**src/rtl/result_wb_arbiter.sv**
```systemverilog
// rtl/result_wb_arbiter.sv - round-robin write-back arbiter/sequencer for the BF16 result register
// Optional macro RESULT_WB_FIXED_PRIO_EN selects fixed lowest-index priority (pointer held at 0).
module result_wb_arbiter #(
  parameter int N = 4,
  localparam int ID_W = (N > 1) ? $clog2(N) : 1
) (
  input  logic              clk,
  input  logic              clr,
  input  logic [N-1:0]      req,
  input  logic [16*N-1:0]   req_data,
  input  logic              flush,
  output logic [N-1:0]      gnt,
  output logic              reg_en,
  output logic              reg_clr,
  output logic [15:0]       reg_data,
  output logic              out_valid,
  input  logic              out_ready,
  output logic [ID_W-1:0]   out_id,
  output logic              busy
);

  typedef enum logic {IDLE = 1'b0, HOLD = 1'b1} state_t;

  state_t          state, state_nxt;
  logic [ID_W-1:0] ptr;
  logic [ID_W-1:0] out_id_nxt;
  logic [ID_W-1:0] win_id;
  logic            win_found;
  logic            grant;
  int              idx;

  // Scan from the pointer upward, wrapping; the first set request wins.
  always_comb begin
    win_found = 1'b0;
    win_id    = '0;
    idx       = 0;
    for (int k = 0; k < N; k++) begin
      idx = int'(ptr) + k;
      if (idx >= N) idx = idx - N;
      if (!win_found && req[idx]) begin
        win_found = 1'b1;
        win_id    = ID_W'(idx);
      end
    end
  end

  assign grant = (state == IDLE) && !flush && win_found;

`ifdef RESULT_WB_FIXED_PRIO_EN
  assign ptr = '0;
`else
  logic [ID_W-1:0] ptr_nxt;

  always_comb begin
    ptr_nxt = ptr;
    if (grant) ptr_nxt = (int'(win_id) == N - 1) ? '0 : win_id + 1'b1;
  end

  always_ff @(posedge clk or posedge clr) begin
    if (clr) ptr <= '0;
    else     ptr <= ptr_nxt;
  end
`endif

  always_ff @(posedge clk or posedge clr) begin
    if (clr) begin
      state  <= IDLE;
      out_id <= '0;
    end else begin
      state  <= state_nxt;
      out_id <= out_id_nxt;
    end
  end

  // flush wins over both a pending grant and a downstream handshake.
  always_comb begin
    state_nxt  = state;
    out_id_nxt = out_id;
    if (flush) begin
      state_nxt = IDLE;
    end else begin
      case (state)
        IDLE: if (grant) begin
          state_nxt  = HOLD;
          out_id_nxt = win_id;
        end
        HOLD: if (out_ready) state_nxt = IDLE;
        default: state_nxt = IDLE;
      endcase
    end
  end

  always_comb begin
    gnt      = '0;
    reg_en   = 1'b0;
    reg_data = '0;
    if (grant) begin
      gnt[win_id] = 1'b1;
      reg_en      = 1'b1;
      reg_data    = req_data[16*int'(win_id) +: 16];
    end
  end

  assign reg_clr   = flush;
  assign out_valid = (state == HOLD);
  assign busy      = (state != IDLE);

endmodule

```
**config.mk**
```make
export PLATFORM = sky130hd
export DESIGN_NAME = result_wb_arbiter
export DESIGN_NICKNAME = d
export VERILOG_FILES = /design/src/rtl/result_wb_arbiter.sv
export SDC_FILE = /design/constraint.sdc
export NUM_CORES = 1
export LEC_CHECK = 0
export BUFFER_PORTS_ARGS = -buffer_cell sky130_fd_sc_hd__buf_4
export CORE_MARGIN = 1
export CORE_UTILIZATION = 35
export DETAILED_ROUTE_END_ITERATION = 6
export PLACE_DENSITY = 0.8
export SLEW_MARGIN = 20
export SYNTH_ARGS = -nofsm -noshare
export SYNTH_HDL_FRONTEND = slang
export SYNTH_SLANG_ARGS = --single-unit
```
**constraint.sdc**
```tcl
create_clock -name clk -period 2.4 [get_ports clk]
set_input_delay 0.48 -clock clk [delete_from_list [all_inputs] [get_ports clk]]
set_output_delay 0.48 -clock clk [all_outputs]
set_load 0.01 [all_outputs]
```
==> results.py <==
metrics = {
    "global_routing": {
        "grt_overflow": 0,
        "groute.usage.overall": 0.196,
        "grt_pass1_wl_um": 4120,
        "grt_pass1_vias": 1044,
        "grt_start_max_net_pins": 18,
        "antenna_found_initial": 0,
    },
    "worst_setup_path": {
        "count_of_buffering_cells_on_the_critical_path_with_inverters_included": 2,
        "timing.rr.end": "ptr[1]$_DFFE_PP0P_",
        "critical_path_required_ns": 1.92,
        "setup.reg_to_reg.worst_slack_ns": 0.74,
        "r2r_start": "ptr[1]$_DFFE_PP0P_",
        "timing.reg2reg.worst_path_depth": 7,
        "slowest_delay_ns": 0.41,
        "path_delay_family": "compound AO/OA/AOI/OAI gates",
        "setup.worst_path.start_class": "flop",
        "critical_path.slowest_cell": "sky130_fd_sc_hd__dfrtp_1",
        "worst_ep_arrival_time_ns": 1.82,
        "endpoint_kind": "output pin",
        "cells_traversed_along_the_worst_timing_path": "nand2b_4, a21o_1, o221ai_4, buf_12, mux2i_2, o22ai_2, buf_4",
        "path_max_fanout": 14,
        "crit_type": "reg2out",
    },
    "routing": {
        "route.top_layer_used": "met4",
        "via_count": 1202,
        "wl_met2_um": 1690,
        "drt_iter0_markers": 8,
        "met3_length_um": 315,
        "postRouteAntennaNets": 0,
        "final_routed_wirelength_across_all_metal_layers_um": 3080,
        "route.detailed.wl_per_inst_um": 13.4,
        "drc": 0,
        "wl_met1_um": 1010,
        "via_per_inst": 5.25,
        "drt-pass1-iter-count": 4,
    },
    "floorplan": {
        "core_region_area_sq_um": 2500,
        "fp.dieH_um": 53.7,
        "die_w_um": 53.7,
        "die_area_sq_um": 2880,
        "initial_standard_cell_utilization_of_the_core": 0.374,
        "site_rows": 18,
        "boundaryPins": 98,
    },
    "final_layout": {
        "layout-drive-gt1-share": 0.593,
        "fillCellCount": 208,
        "area_delta_synth_final_pct": 85.4,
        "final-instance-count-excl-fill": 229,
        "final_area_sq_um": 1740,
        "antennaDiodeCount": 0,
        "design.final.nets": 276,
    },
    "timing": {
        "setup_viol": 0,
        "max_freq_mhz": 434,
        "rsz_0062_raised_after_global_routing": "no",
        "finalClockSkew_ns": 0.00363,
        "layout_min_cycle_time_ns": 2.30,
        "worst_slew_margin_rel": 0.710,
        "min_period_over_period": 0.959,
        "final.setup.tns_ns": 0,
        "report.final.slew_viol_count": 0,
        "final_hold_violation_count": 0,
        "timing_worst_slew_pin_value_ns": 0.434,
    },
    "place": {
        "port_buffers": 97,
        "dp_hpwl_um": 2520,
        "dp.cells": 225,
        "routabilityCongestion": 0.763,
        "placed_standard_cell_area_sq_um": 1670,
    },
    "synth": {
        "postSynthAreaPerCell_sq_um": 9.18,
        "ys_ff_latch": 5,
        "synth_edf_count": 0,
        "synth_ff_type": "sky130_fd_sc_hd__dfrtp_1",
        "synth.net_count": 178,
        "synthesized_cell_area_sq_um": 936,
        "register_area_share_after_synthesis": 0.134,
        "yosysTopAreaCellShare": 0.342,
        "synth_async_sr_flop_share": 1.00,
        "yosys.area.top_type": "sky130_fd_sc_hd__mux2i_1",
        "synth_cell_types": 32,
        "most_area_consuming_cells_after_synthesis": "sky130_fd_sc_hd__mux2i_1, sky130_fd_sc_hd__dfrtp_1, sky130_fd_sc_hd__o22ai_1",
        "synth.yosys.warnings": 0,
        "postSynthCellCount": 102,
    },
    "clock_tree": {
        "cts_inserted_buffers": 3,
        "clock_latency_ns": 0.25,
        "htree_levels": 1,
        "clk_pin_slew_worst_paths_ns": 0.04,
        "numClockSinks": 5,
        "cts-root-to-sink-buffers": 2,
        "cts_tree": "built",
        "clock_root_cell": "sky130_fd_sc_hd__clkbuf_4",
    },
    "pwr": {
        "power.density_cell_area_nw_per_um2": 668,
        "totalPowerFinal_uw": 1160,
        "power.static_leakage_uw": 0.000964,
        "worst_supply_voltage_drop_on_vdd_mv": 0.551,
    },
    "job": {
        "drv.max_cap_violation_count": 0,
    },
    "status": {
        "run_status": "completed",
    },
    "min_path": {
        "timing.hold.worst.class": "in2async",
    },
}
==> where the power goes <==
| part | total, uW | switching (uW) | internal (uW) |
|---|---|---|---|
| Combinational | 913 | 414 | 499 |
| Sequential | 147 | 30.4 | 117 |
| Clock | 98.7 | 35.7 | 62.9 |
| Total | 1160 | 480 | 679 |
==> layout make-up <==
type | instances | area (sq um) | area share
Multi-Input combinational cell | 80 | 719 | 0.415
Timing Repair Buffer | 102 | 795 | 0.458
Sequential cell | 5 | 125 | 0.0721
Clock buffer | 4 | 26.3 | 0.0151
Tap cell | 30 | 37.5 | 0.0216
Inverter | 8 | 32.5 | 0.0187
==> what timing repair did <==
item,4_1_cts,5_1_grt
buffers inserted,0,0
gates resized for setup,0,8
endpoints found under the setup margin,0,16
hold endpoints to repair,0,0
hold buffers,0,0
==> sequential cells by signal, indices dropped and copies added (netlist names) <==
register	count
out_id	2
ptr	2
busy	1
==> kinds of logic (layout without fill, tap and decap cells) <==
group           count (synthesis)  in the layout  share of synthesized area
compound gates                 28             28                      0.201
fa+ha+maj                       4              4                     0.0535
buf+inv                        17            114                      0.143
flops                           5              5                      0.134
mux                            33             33                      0.354
simple gates                   15             15                      0.115
==> cell usage after synthesis (2+ instances only) <==
library cell	number
sky130_fd_sc_hd__ha_1	4
sky130_fd_sc_hd__mux2i_1	32
sky130_fd_sc_hd__nand2b_1	2
sky130_fd_sc_hd__buf_4	2
sky130_fd_sc_hd__o21ai_0	4
sky130_fd_sc_hd__buf_2	2
sky130_fd_sc_hd__buf_6	2
sky130_fd_sc_hd__and2_1	4
sky130_fd_sc_hd__inv_1	6
sky130_fd_sc_hd__buf_12	2
sky130_fd_sc_hd__dfrtp_1	5
sky130_fd_sc_hd__a21oi_1	2
sky130_fd_sc_hd__o22ai_1	16
==> cells in the final DEF, fill, tap and decap left out, types with 2 or more instances in the layout <==
master	instances
sky130_fd_sc_hd__a21oi_1	2
sky130_fd_sc_hd__and2_1	4
sky130_fd_sc_hd__buf_12	2
sky130_fd_sc_hd__buf_4	99
sky130_fd_sc_hd__clkbuf_4	3
sky130_fd_sc_hd__dfrtp_1	5
sky130_fd_sc_hd__ha_1	4
sky130_fd_sc_hd__inv_1	5
sky130_fd_sc_hd__inv_2	2
sky130_fd_sc_hd__mux2i_1	31
sky130_fd_sc_hd__o21ai_0	4
sky130_fd_sc_hd__o22ai_1	15
==> per-layer routing <==
layer | GRT usage | vias to the layer above
li1 | - | 576
met5 | 0 | -
met2 | 0.405 | 69
met1 | 0.171 | 548
met3 | 0.0508 | 9
met4 | 0.0833 | 0
==> worst max path at each step <==
| stage | cells after the start | end | start |
|---|---|---|---|
| finish | 7 | reg_data[14] | ptr[0]$_DFFE_PP0P_ |
| floorplan | 7 | reg_data[10] | req[0] |
| CTS | 6 | reg_data[0] | ptr[1]$_DFFE_PP0P_ |
| global route | 7 | reg_data[0] | ptr[1]$_DFFE_PP0P_ |
| detailed placement | 7 | reg_data[0] | req[0] |
| global placement | 7 | reg_data[14] | req[0] |
==> stage by stage <==
step	worst slack [ns]	hold WS, ns	util
finish	0.0975	0.134	0.694
global route	0.00471	0.138	0.694
CTS	0.0429	0.132	0.680
detailed placement	0.0962	0.398	0.669
global placement	0.137	0.385	0.669
floorplan	0.375	0.259	-
Power figures use the tool's default switching activity.
